[src/rtl/esm_pkg.sv]
// Shared slot-state encoding for the ESM issue buffer and dependency analyser.
package esm_pkg;

  localparam logic [1:0] SC_FREE    = 2'd0;
  localparam logic [1:0] SC_WAITING = 2'd1;
  localparam logic [1:0] SC_READY   = 2'd2;
  localparam logic [1:0] SC_ISSUED  = 2'd3;

  typedef enum logic [1:0] {
    FREE    = SC_FREE,
    WAITING = SC_WAITING,
    READY   = SC_READY,
    ISSUED  = SC_ISSUED
  } slot_state_t;

endpackage

[src/rtl/esm_prio_enc.sv]
// Lowest-set-bit priority encoder with an any-set flag.
module esm_prio_enc #(
  parameter int bs = 16,
  localparam int bs_bits = $clog2(bs)
) (
  input  logic [bs-1:0]      vec,
  output logic [bs_bits-1:0] idx,
  output logic               any
);

  always_comb begin
    idx = '0;
    any = |vec;
    // Walk downward so the lowest set bit is the last one written.
    for (int i = bs - 1; i >= 0; i--) begin
      if (vec[i]) idx = bs_bits'(i);
    end
  end

endmodule

[src/rtl/esm_issue_buffer.sv]
// Slot-based instruction buffer: allocates slots, tracks analyser readiness,
// issues ready instructions over valid/ready and frees slots on completion.
module esm_issue_buffer
  import esm_pkg::*;
#(
  parameter int Instr_word_size = 32,
  parameter int bs = 16,
  localparam int bs_bits = $clog2(bs)
) (
  input  logic                       clk,
  input  logic                       rst,
  input  logic                       in_valid,
  output logic                       in_ready,
  input  logic [Instr_word_size-1:0] in_instr,
  output logic [bs_bits-1:0]         alloc_index,
  input  logic                       rdy_valid,
  input  logic [bs_bits-1:0]         rdy_index,
  output logic                       issue_valid,
  input  logic                       issue_ready,
  output logic [Instr_word_size-1:0] issue_instr,
  output logic [bs_bits-1:0]         issue_index,
  input  logic                       cmpl_valid,
  input  logic [bs_bits-1:0]         cmpl_index,
  output logic [bs_bits:0]           occupancy,
  output logic                       err
);

  slot_state_t                state [bs];
  logic [Instr_word_size-1:0] mem   [bs];

  logic [bs-1:0]      free_vec, ready_vec;
  logic [bs_bits-1:0] sel_index;
  logic               sel_any;

  for (genvar i = 0; i < bs; i++) begin : g_vec
    assign free_vec[i]  = (state[i] == FREE);
    assign ready_vec[i] = (state[i] == READY);
  end

  esm_prio_enc #(.bs(bs)) u_alloc_enc (
    .vec (free_vec),
    .idx (alloc_index),
    .any (in_ready)
  );

  esm_prio_enc #(.bs(bs)) u_issue_enc (
    .vec (ready_vec),
    .idx (sel_index),
    .any (sel_any)
  );

  logic alloc, rdy_ok, cmpl_ok, load_en;

  // The slot on alloc_index is FREE, so the WAITING test already rejects it;
  // a slot still held in the issue register cannot complete yet.
  assign alloc   = in_valid && in_ready;
  assign rdy_ok  = rdy_valid && (state[rdy_index] == WAITING);
  assign cmpl_ok = cmpl_valid && (state[cmpl_index] == ISSUED) &&
                   !(issue_valid && (issue_index == cmpl_index));
  assign load_en = !issue_valid || issue_ready;

  always_ff @(posedge clk) begin
    if (rst) begin
      for (int i = 0; i < bs; i++) state[i] <= FREE;
      issue_valid <= 1'b0;
      issue_instr <= '0;
      issue_index <= '0;
      occupancy   <= '0;
      err         <= 1'b0;
    end else begin
      // alloc, rdy, cmpl and issue select each act on a different state class,
      // so they never target the same slot in one cycle.
      if (alloc)   state[alloc_index] <= WAITING;
      if (rdy_ok)  state[rdy_index]   <= READY;
      if (cmpl_ok) state[cmpl_index]  <= FREE;
      if (load_en) begin
        issue_valid <= sel_any;
        if (sel_any) begin
          state[sel_index] <= ISSUED;
          issue_instr      <= mem[sel_index];
          issue_index      <= sel_index;
        end
      end
      occupancy <= occupancy + (bs_bits+1)'(alloc) - (bs_bits+1)'(cmpl_ok);
      if ((rdy_valid && !rdy_ok) || (cmpl_valid && !cmpl_ok)) err <= 1'b1;
    end
  end

  always_ff @(posedge clk) begin
    if (alloc) mem[alloc_index] <= in_instr;
  end

endmodule

[config.mk]
export PLATFORM = sky130hd
export DESIGN_NAME = esm_issue_buffer
export DESIGN_NICKNAME = d
export VERILOG_FILES = /design/src/rtl/esm_pkg.sv /design/src/rtl/esm_prio_enc.sv /design/src/rtl/esm_issue_buffer.sv
export SDC_FILE = /design/constraint.sdc
export NUM_CORES = 1
export LEC_CHECK = 0
export ABC_AREA = 1
export CORE_MARGIN = 3
export CORE_UTILIZATION = 40
export CTS_CLUSTER_DIAMETER = 120
export DETAILED_ROUTE_END_ITERATION = 12
export REMOVE_ABC_BUFFERS = 1
export SKIP_LAST_GASP = 1
export SYNTH_ARGS = -nofsm -noshare
export SYNTH_HDL_FRONTEND = slang
export SYNTH_SLANG_ARGS = --single-unit
[constraint.sdc]
create_clock -name clk -period 6.56 [get_ports clk]
set_input_delay 0.984 -clock clk [delete_from_list [all_inputs] [get_ports clk]]
set_output_delay 0.984 -clock clk [all_outputs]
set_load 0.05 [all_outputs]
Word level (Yosys, flattened, before mapping)
Memories as Yosys holds them, arrays and structs flattened. A register that Yosys moved wholly into a read port is not among the register bits.
Cells that the tools add are included.
Storage, ports and cells
  memories: 2
  input bits: 46
  bits in registers: 11
  output and inout bits: 48
  RAM bits: 544
  word-level logic and storage cells: 123
Memories
  mem: depth 16, width 32, read ports 1, clocked after Yosys merged registers in 1, write ports 1, line esm_issue_buffer.sv:29  | logic [Instr_word_size-1:0] mem [bs];
  state: depth 16, width 2, read ports 18, clocked after Yosys merged registers in 0, write ports 16, line esm_issue_buffer.sv:28  | slot_state_t state [bs];
Cells by class
  equal/unequal tests: 19
  reduce and logical (&&, ||, !) cells: 36
  mux-type cells: 60
  add/subtract/negate cells: 2
Operator list (count)
  4-bit two-way mux: 36
  2-bit equality test, second input constant: 17
  2-bit logical NOT: 16
  16-bit OR reduction: 2
  1-bit two-way mux: 20
  2-bit two-way mux: 4
  2-bit OR reduction: 4
  1-bit logical AND: 7
  5-bit by 1-bit adder with 5-bit output: 1
  5-bit by 1-bit subtractor with 5-bit output: 1
  4-bit equality test: 1
  1-bit logical NOT: 4
  2-bit by 1-bit equality test with 1-bit output, second input constant: 1
  1-bit logical OR: 2
  2-bit AND reduction: 1

Logic depth before layout (Yosys ltp)
Gate-level depths: netlist of the first run.
  word-level depth: 18
  gate-level depth with buffers: 25
  depth with buffers taken out: 24

Modules after synthesis
Synthesis of the first run repeated with hierarchy kept, for this count alone.
Second synthesis, totals
  cell total of the unflattened synthesis: 2001
  area total of the unflattened synthesis: 24001.8 um^2
Modules (own cells, without submodules)
  esm_issue_buffer: cells each 1903, sequential area each 16876.2 um^2, instances 1, area each 23583.9 um^2
  esm_prio_enc: cells each 49, sequential area each 0.0 um^2, instances 2, area each 209.0 um^2

Worst setup path after synthesis of the first run
No wires, ideal clock.
  kind: flip-flop to flip-flop
  start point: mem state[11][1] (netlist name)
  end point: mem mem[6][0], enable pin
  stages on the path, launching flop included: 9
  period minus slack after synthesis: 3.616 ns
  arrival time: 3.193 ns
  path buffers: 0
  path slack: 2.944 ns
  data required time: 6.137 ns
  setup time: 0.423 ns
  cells stage by stage: dfxtp_1 nor2_1 nor2_1 inv_1 nor2_1 a21oi_1 nor2_1 nand3_1 nor2_1
RTL lines (line)
  start, declared: esm_issue_buffer.sv:28
  end, declared: esm_issue_buffer.sv:29

==> flow_metrics.env, run 1 <==
export IMPL_relSlewSlack=0.254
export IMPL_powerDensity_nw_per_um2=276
export IMPL_grt_pass1_vias=17900
export IMPL_synthAdderAreaFrac=0.00327
export IMPL_nNetsFinal=2473
export IMPL_crit_chain="inv_1 -> nand2_1 -> nand2_1 -> nand2_1 -> nand2_1 -> nand2_1 -> nand2_1 -> nand2_1 -> nand2_1 -> nand2_1 -> nand2_1 -> nand2_1 -> nand2_4 -> nand2_4 -> nand2_4 -> nand2_4 -> buf_4 -> buf_4 -> nand3_1 -> nand3_1 -> nand2_1 -> nand3_1 -> nor2_1 -> nor2_1"
export IMPL_drt_wirelength_per_cell_um=23.4
export IMPL_report_final_slew_viol_count=0
export IMPL_syn_inst=2370
export IMPL_synthMuxAreaShare=0
export IMPL_syn2layout_area_growth_pct=15.2
export IMPL_holdCritPathClass="flip-flop to flip-flop"
export IMPL_rows=91
export IMPL_start_util=0.406
export IMPL_drtAntennaViolNets=0
export IMPL_synth_top_area_frac=0.610
export IMPL_finalSetupViolations=0
export IMPL_p_int_mw=6.25
export IMPL_ir_drop_v=0.000162
export IMPL_synth_simple_gate_area_frac=0.236
export IMPL_final_common_cell="edfxtp_1"
export IMPL_dp_hpwl_um=42200
export IMPL_final_cell_mix="edfxtp_1, nand2_1, nand3_1"
export IMPL_status="complete, no violations"
export IMPL_syn_avg_cell_area_um2=10.6
export IMPL_wl_um=77600
export IMPL_p_sw_mw=1.77
export IMPL_gp_congestion=0.932
export IMPL_num_antenna_cells=0
export IMPL_yosysWarnings=0
export IMPL_cap_violations=0
export IMPL_drtIter0Drc=1832
export IMPL_netlist_cell_type_count=39
export IMPL_ys_seq_elements=587
export IMPL_cp_required_ns=7.09
export IMPL_arrival_ns=5.27
export IMPL_placed_area_um2=27000
export IMPL_track_usage=0.232
export IMPL_portBuffers=93
export IMPL_r2r_start="state[13][0]"
export IMPL_synth_xor_area_frac=0.00174
export IMPL_cts_root_buf="clkbuf_16"
export IMPL_clock_latency_ns=0.60
export IMPL_synth_largest_area_cell="edfxtp_1"
export IMPL_dieArea_um2=66100
export IMPL_num_vias=18600
export IMPL_crit_slowest_cell="buf_4"
export IMPL_end_kind="flip-flop"
export IMPL_postCtsHoldBufs=0
export IMPL_p_seq_frac=0.514
export IMPL_cts_resized=0
export IMPL_synthesis_area_um2=25200
export IMPL_timing_rr_end="issue_instr[8]"
export IMPL_whs_path_depth=2
export IMPL_cts_tree="yes"
export IMPL_synth_compound_area_frac=0.0345
export IMPL_sw_frac_of_total=0.221
export IMPL_r2r_slack_ns=1.82
export IMPL_grt_max_degree=102
export IMPL_core_region_area_um2=62100
export IMPL_period_needed_ns=4.74
export IMPL_cts_sinks=587
export IMPL_final_cell_area_um2=29100
export IMPL_synth_area_top_cells="edfxtp_1, nand3_1, nand2_1, dfxtp_1, nand4_1"
export IMPL_pwr_share_comb=0.046
export IMPL_max_freq_mhz=211
export IMPL_setup_worst_path_class="flip-flop to flip-flop"
export IMPL_hp_start="state[0][1]"
export IMPL_die_w_um=257
export IMPL_clockPowerShare=0.440
export IMPL_grt_pass1_wl_um=116000
export IMPL_path_clk_slew_ns=0.07
export IMPL_cp_start_kind="flip-flop"
export IMPL_die_h_um=257
export IMPL_via_per_inst=5.63
export IMPL_cts_made_buffers=67
export IMPL_pin_count=94
export IMPL_place_ws_ns=1.89
export IMPL_globalRoute_totalOverflow=0
export IMPL_fin_skew_ns=0.0235
export IMPL_synth_top_family_by_area="simple AND/OR/NAND/NOR gates"
export IMPL_p_leak_nw=10.3
export IMPL_crit_path_frequent_cell="nand2_1"
export IMPL_firstDrtPassIters=6
export IMPL_ff2ff_path_depth=24
export IMPL_clk_path_buf_depth=3
export IMPL_rsz0062_at_grt="no"
export IMPL_htree_levels=3
export IMPL_layout_drive_gt1_share=0.0675
export IMPL_min_period_over_period=0.723
export IMPL_ys_seq_area_frac=0.669
export IMPL_hold_end="state[0][1]"
export IMPL_tightest_slew_ns=1.12
export IMPL_worst_path_max_fanout=77
export IMPL_finalWorstSetupSlack_ns=1.82
export IMPL_antenna_found_initial=2
export IMPL_finalHoldViolCount=0
export IMPL_drt_drc_violations_left=0
export IMPL_max_stage_delay_ns=0.88
export IMPL_post_cts_buffers=0
## registers in the layout (all words and copies together), names as in the netlist
name         flops
mem            512
err              1
state           32
issue_valid      1
occupancy        5
issue_instr     32
issue_index      4
## per-layer routing
metal | up-vias | track usage | share of wire
met5 | - | 0 | 0.00040
met4 | 4 | 0.0803 | 0.031
met3 | 151 | 0.0365 | 0.075
met2 | 790 | 0.371 | 0.46
met1 | 9150 | 0.322 | 0.43
li1 | 8542 | - | -
## worst max-delay path, delay by kind of cell (launching register included)
kind,cells,cell delay [ns]
buffers and inverters,3,1.54
flip-flops,1,0.35
AND/OR/NAND/NOR,21,2.68
## logic make-up after synthesis
group                    Yosys count
AND/OR/NAND/NOR                 1277
XOR/XNOR                           5
buffers and inverters            340
adder cells (fa/ha/maj)            6
flip-flops                       587
AO/OA/AOI/OAI                    155
## worst max path at each step
stage	from	end	slack [ns]	cells past startpoint
global placement	state[14][0]	issue_instr[18]	1.91	25
global route	state[14][0]	issue_instr[8]	1.36	25
finish	state[13][0]	issue_instr[8]	1.82	24
detailed placement	state[14][0]	issue_instr[8]	1.89	25
CTS	state[13][0]	issue_instr[8]	1.88	24
floorplan	state[2][0]	issue_instr[10]	-5.58	15
## cells in the mapped netlist, drive strengths merged
cell	count
edfxtp	512
nand2	485
nand3	394
nand4	198
inv	188
nor2	162
o21ai	90
buf	80
dfxtp	75
clkbuf	71
nand3b	33
o22ai	27
a21oi	20
a22oi	5
ha	5
nor3	4
xnor2	4
a211oi	2
o211a	2
o21bai	2
o221ai	2
a21o	1
a31oi	1
a41oi	1
and2	1
clkinv	1
fa	1
o211ai	1
o21a	1
xor2	1
## power by group through the flow
stage          Combinational [mW]  Sequential (mW)  Clock (mW)
3_5_place_dp                0.366             4.20           0
2_1_floorplan               0.142             4.24           0
5_1_grt                     0.398             4.13        3.75
4_1_cts                     0.368             4.13        3.60
6_report                    0.367             4.13        3.53
3_3_place_gp                0.360             4.20           0
## per-stage QoR
stage	cells	hold WS [ns]	power [mW]	TNS, ns	utilization
finish	3311	0.506	8.03	0	0.468
detailed placement	3189	0.492	4.57	0	0.435
CTS	3311	0.500	8.09	0	0.468
global placement	3189	0.487	4.56	0	0.435
global route	3311	0.533	8.28	0	0.468
floorplan	2219	0.452	4.39	-214.78	-
## area by class of cell
cell class	count	area (µm²)
Fill cell	5665	33000
Sequential cell	587	16900
Multi-Input combinational cell	1443	7110
Clock buffer	96	1880
Timing Repair Buffer	133	1240
Tap cell	837	1050
Inverter	189	716
Clock inverter	26	184
Note: power is estimated with default switching activity, not from simulation.
==> inputs of run 2 (changes only) <==
Clock period 6.56 ns to 4.6 ns, I/O delays scaled along.
==> run 2 against run 1 <==
Clock power grew 38%; core utilization rose by 0.14 points; register-to-register slack worse by 1.0 ns; hold slack hardly changed; clock-buffer cell count decreased by 12; via count rose by 0.26%; die area is the same; sequential share of layout area fell by 0.17 points; cell count shrank 0.21%; sequential cell count unchanged; critical path depth decreased by 17; critical path type is now flip-flop to output pin.
==> flow_metrics.env, run 2 (synthesis gave the netlist of run 1 again) <==
export IMPL_rsz0062_at_grt="no"
export IMPL_grt_pass1_vias=18200
export IMPL_drt_wirelength_per_cell_um=23.6
export IMPL_cts_root_buf="clkbuf_16"
export IMPL_finalSetupViolations=0
export IMPL_crit_path_frequent_cell="nor2_1"
export IMPL_post_cts_buffers=0
export IMPL_drt_drc_violations_left=0
export IMPL_die_h_um=257
export IMPL_die_w_um=257
export IMPL_crit_slowest_cell="clkdlybuf4s50_1"
export IMPL_cap_violations=0
export IMPL_num_vias=18700
export IMPL_drtIter0Drc=1753
export IMPL_period_needed_ns=3.93
export IMPL_drtAntennaViolNets=0
export IMPL_start_util=0.406
export IMPL_postCtsHoldBufs=0
export IMPL_antenna_found_initial=2
export IMPL_worst_path_max_fanout=5
export IMPL_dp_hpwl_um=42300
export IMPL_largest_reg_flops=512
export IMPL_cts_sinks=587
export IMPL_max_stage_delay_ns=0.89
export IMPL_setup_worst_path_class="flip-flop to output pin"
export IMPL_ir_drop_v=0.000290
export IMPL_reg_top3="mem x512, issue_instr x32, state x32"
export IMPL_nFillCells=5632
export IMPL_powerDensity_nw_per_um2=387
export IMPL_firstDrtPassIters=6
export IMPL_clk_path_buf_depth=3
export IMPL_cts_resized=0
export IMPL_wl_um=77800
export IMPL_grt_max_degree=226
export IMPL_cp_required_ns=3.91
export IMPL_arrival_ns=3.24
export IMPL_stdcell_count=3304
export IMPL_gp_congestion=0.885
export IMPL_dieArea_um2=66100
export IMPL_track_usage=0.232
export IMPL_status="complete, no violations"
export IMPL_max_freq_mhz=255
export IMPL_cts_tree="yes"
export IMPL_rows=91
export IMPL_finalHoldViolCount=0
export IMPL_core_region_area_um2=62100
export IMPL_dp_cells=3190
export IMPL_layout_drive_gt1_share=0.0689
export IMPL_tightest_slew_ns=1.31
export IMPL_placed_area_um2=27200
export IMPL_htree_levels=2
export IMPL_setup_tns_ns=0
export IMPL_min_period_over_period=0.854
export IMPL_cp_start_kind="flip-flop"
export IMPL_path_clk_slew_ns=0.06
export IMPL_relSlewSlack=0.123
export IMPL_report_final_slew_viol_count=0
export IMPL_clock_latency_ns=0.64
export IMPL_nNetsFinal=2467
export IMPL_final_common_cell="edfxtp_1"
export IMPL_syn2layout_area_growth_pct=15.6
export IMPL_p_leak_nw=10.3
export IMPL_pin_count=94
export IMPL_largest_register="mem"
export IMPL_via_per_inst=5.66
export IMPL_final_cell_mix="edfxtp_1, nand2_1, nand3_1"
export IMPL_globalRoute_totalOverflow=0
export IMPL_crit_chain="nor2_1 -> nor2_1 -> nand2_1 -> nor2_1 -> inv_1 -> nor2_1 -> clkdlybuf4s50_1"
export IMPL_fin_skew_ns=0.0339
export IMPL_fin_total_pwr_mw=11.3
export IMPL_cts_made_buffers=60
export IMPL_grt_pass1_wl_um=116000
export IMPL_final_cell_area_um2=29100
export IMPL_end_kind="output pin"
export IMPL_holdCritPathClass="flip-flop to flip-flop"
export IMPL_portBuffers=93
export IMPL_hold_ws_ns=0.506
-- run 2: critical path: cells and delay by family (launching register included) --
kind          cells  cell delay, ns
flops             1            0.60
simple gates      5            1.00
buf+inv           2            1.02
-- run 2: path summary, 6_finish.rpt --
path | startpoint | endpoint | slack, ns | cells past startpoint
worst min-delay path | state[14][1] | state[14][1] | 0.51 | 2
worst min register to register | state[14][1] | state[14][1] | 0.51 | 2
worst max register to register | state[13][1] | issue_instr[20] | 0.82 | 21
worst max-delay path | state[5][1] | alloc_index[3] | 0.67 | 7
-- run 2: area by class of cell --
| cell class | count | area, µm² | share of cell area |
|---|---|---|---|
| clock buffer | 84 | 1650 | 0.0567 |
| inverter | 189 | 716 | 0.0246 |
| sequential | 587 | 16900 | 0.579 |
| timing repair buffer | 134 | 1430 | 0.0489 |
| clock inverter | 29 | 309 | 0.0106 |
| multi-input combinational | 1443 | 7110 | 0.244 |
| antenna | 1 | 2.50 | 0.0000859 |
| tap | 837 | 1050 | 0.0359 |
-- run 2: report_power, final --
part	switching (mW)	total (mW)	internal [mW]
clock	2.09	4.88	2.79
sequential	0.0245	5.88	5.86
combinational	0.375	0.529	0.154
-- run 2: metal layers --
layer | vias up | track usage | wire length [µm]
met2 | 776 | 0.371 | 36300
met1 | 9262 | 0.326 | 33300
met3 | 132 | 0.0362 | 5970
met4 | 2 | 0.0709 | 2200
met5 | - | 0 | 17
li1 | 8514 | - | -
-- run 2: per-stage QoR --
stage | util | setup slack (ns)
after floorplan | - | -7.54
after global placement | 0.438 | 0.639
after detailed placement | 0.438 | 0.652
after CTS | 0.470 | 0.713
after global routing | 0.470 | 0.445
final | 0.470 | 0.674
==> inputs of run 3 (changes only) <==
Settings changed: CORE_UTILIZATION 40 to 60, PLACE_DENSITY set to 0.79.
Clock period 4.6 ns to 3.7 ns, I/O delays scaled along.
==> run 3 against run 2 <==
First-iteration DRC count increased by 52%; sequential power increased by 24%; clock skew decreased by 0.015 ns; critical path depth unchanged; non-clock buffer count increased by 22; worst setup slack got worse by 0.42 ns; highest routed layer is now met4; cell count decreased by 8.7%; critical endpoint is now alloc_index[2]; sequential share of layout area increased by 0.52 points.
==> flow_metrics.env, run 3 (synthesis gave the netlist of run 1 again) <==
export IMPL_cap_violations=0
export IMPL_cp_required_ns=3.14
export IMPL_drt_wirelength_per_cell_um=24.1
export IMPL_holdCritPathClass="flip-flop to flip-flop"
export IMPL_num_vias=19500
export IMPL_nFillCells=2778
export IMPL_clockPowerShare=0.427
export IMPL_finalSetupViolations=0
export IMPL_grt_max_degree=144
export IMPL_powerDensity_nw_per_um2=482
export IMPL_use_met1=0.442
export IMPL_fin_total_pwr_mw=13.9
export IMPL_reg_top3="mem x512, issue_instr x32, state x32"
export IMPL_cts_root_buf="clkbuf_16"
export IMPL_register_area_um2=16900
export IMPL_p_sw_mw=2.93
export IMPL_ir_drop_v=0.000439
export IMPL_firstDrtPassIters=5
export IMPL_relSlewSlack=0.183
export IMPL_cts_tree="yes"
export IMPL_p_int_mw=11.0
export IMPL_die_w_um=211
export IMPL_use_met2=0.522
export IMPL_use_met3=0.0674
export IMPL_final_cell_area_um2=28900
export IMPL_rows=74
export IMPL_worst_path_max_fanout=5
export IMPL_sw_frac_of_total=0.211
export IMPL_globalRoute_totalOverflow=0
export IMPL_busiest_layer="met2"
export IMPL_die_h_um=211
export IMPL_path_clk_slew_ns=0.06
export IMPL_portBuffers=93
export IMPL_place_ws_ns=-0.0890
export IMPL_min_period_over_period=0.932
export IMPL_grt_pass1_wl_um=111000
export IMPL_via_per_inst=6.46
export IMPL_p_leak_nw=10.4
export IMPL_htree_levels=2
export IMPL_finalWorstSetupSlack_ns=0.253
export IMPL_cts_sinks=587
export IMPL_dp_hpwl_um=38900
export IMPL_post_cts_buffers=0
export IMPL_drtIter0Drc=2666
export IMPL_cp_start_kind="flip-flop"
export IMPL_clk_path_buf_depth=3
export IMPL_core_region_area_um2=41200
export IMPL_clock_latency_ns=0.61
export IMPL_syn2layout_area_growth_pct=14.5
export IMPL_final_cell_mix="edfxtp_1, nand2_1, nand3_1"
export IMPL_track_usage=0.329
export IMPL_stdcell_count=3015
export IMPL_drt_drc_violations_left=0
export IMPL_status="complete, no violations"
export IMPL_setup_worst_path_class="flip-flop to output pin"
export IMPL_dp_cells=2907
export IMPL_largest_register="mem"
export IMPL_multi_input_area_um2=7110
export IMPL_period_needed_ns=3.45
export IMPL_grt_pass1_vias=19200
export IMPL_pwr_share_comb=0.048
export IMPL_final_common_cell="edfxtp_1"
export IMPL_gp_congestion=0.882
export IMPL_largest_reg_flops=512
export IMPL_dieArea_um2=44500
export IMPL_layout_drive_gt1_share=0.0757
export IMPL_finalHoldViolCount=0
export IMPL_pin_count=94
export IMPL_nNetsFinal=2486
export IMPL_p_seq_frac=0.525
export IMPL_wl_um=72700
export IMPL_report_final_slew_viol_count=0
export IMPL_end_kind="output pin"
export IMPL_tightest_slew_ns=1.22
export IMPL_setup_tns_ns=0
export IMPL_fin_skew_ns=0.0191
export IMPL_drtAntennaViolNets=0
export IMPL_arrival_ns=2.89
export IMPL_max_freq_mhz=290
export IMPL_antenna_found_initial=1
export IMPL_rsz0062_at_grt="no"
export IMPL_start_util=0.612
export IMPL_placed_area_um2=27000
export IMPL_cts_made_buffers=57
==> run 3: cell count changes in the layout (fill, tap and decap cells not counted), sizes merged <==
| cell | before | now |
|---|---|---|
| buf | 41 | 63 |
| clkinv | 20 | 13 |
| clkbuf | 84 | 87 |
| inv | 190 | 188 |
| clkdlybuf4s50 | 93 | 92 |
| dlymetal6s2s | 0 | 1 |
==> run 3: area by class of cell <==
| cell class | count | share of cell area |
|---|---|---|
| diodes | 1 | 0.0000866 |
| clock buffers | 87 | 0.0586 |
| clock inverters | 20 | 0.00819 |
| inverters | 189 | 0.0248 |
| multi-input cells | 1443 | 0.246 |
| flip-flops and latches | 587 | 0.584 |
| well taps | 532 | 0.0230 |
| repair buffers | 156 | 0.0548 |
==> run 3: path summary, 6_finish.rpt <==
check / startpoint / end / slack, ns / cells past startpoint
max: state[8][1] / alloc_index[2] / 0.25 / 7
min: state[0][1] / state[0][1] / 0.50 / 2
max reg2reg: state[13][1] / issue_instr[10] / 0.42 / 22
min reg2reg: state[0][1] / state[0][1] / 0.50 / 2
==> run 3: per-layer routing <==
| layer | routed length (µm) | share of wire |
|---|---|---|
| met5 | 0 | 0 |
| met4 | 3000 | 0.041 |
| met3 | 8640 | 0.12 |
| met2 | 34600 | 0.48 |
| met1 | 26400 | 0.36 |
==> run 3: power by group through the flow <==
stage / sequential [mW] / combinational, mW / clock (mW)
global route: 7.31 / 0.722 / 6.25
CTS: 7.31 / 0.663 / 5.98
floorplan: 7.52 / 0.252 / 0
detailed placement: 7.45 / 0.658 / 0
finish: 7.31 / 0.669 / 5.93
global placement: 7.45 / 0.638 / 0
==> run 3: metrics by stage <==
stage	utilization	hold WS (ns)
floorplan	-	0.452
global placement	0.654	0.482
global route	0.701	0.528
detailed placement	0.654	0.487
CTS	0.701	0.495
finish	0.701	0.496
==> run 3: worst max-delay path, stage by stage, from the launching register on <==
cell and delay [ns]:
dfxtp_1 0.49, nor2_1 0.14, nor2_1 0.12, inv_1 0.07
nor2_1 0.20, a21oi_1 0.13, nor2_1 0.27, clkdlybuf4s50_1 0.87
==> run 3: repair_timing <==
action | CTS | global route
setup endpoints to repair | 0 | 1
hold buffers | 0 | 0
gates resized for setup | 0 | 1
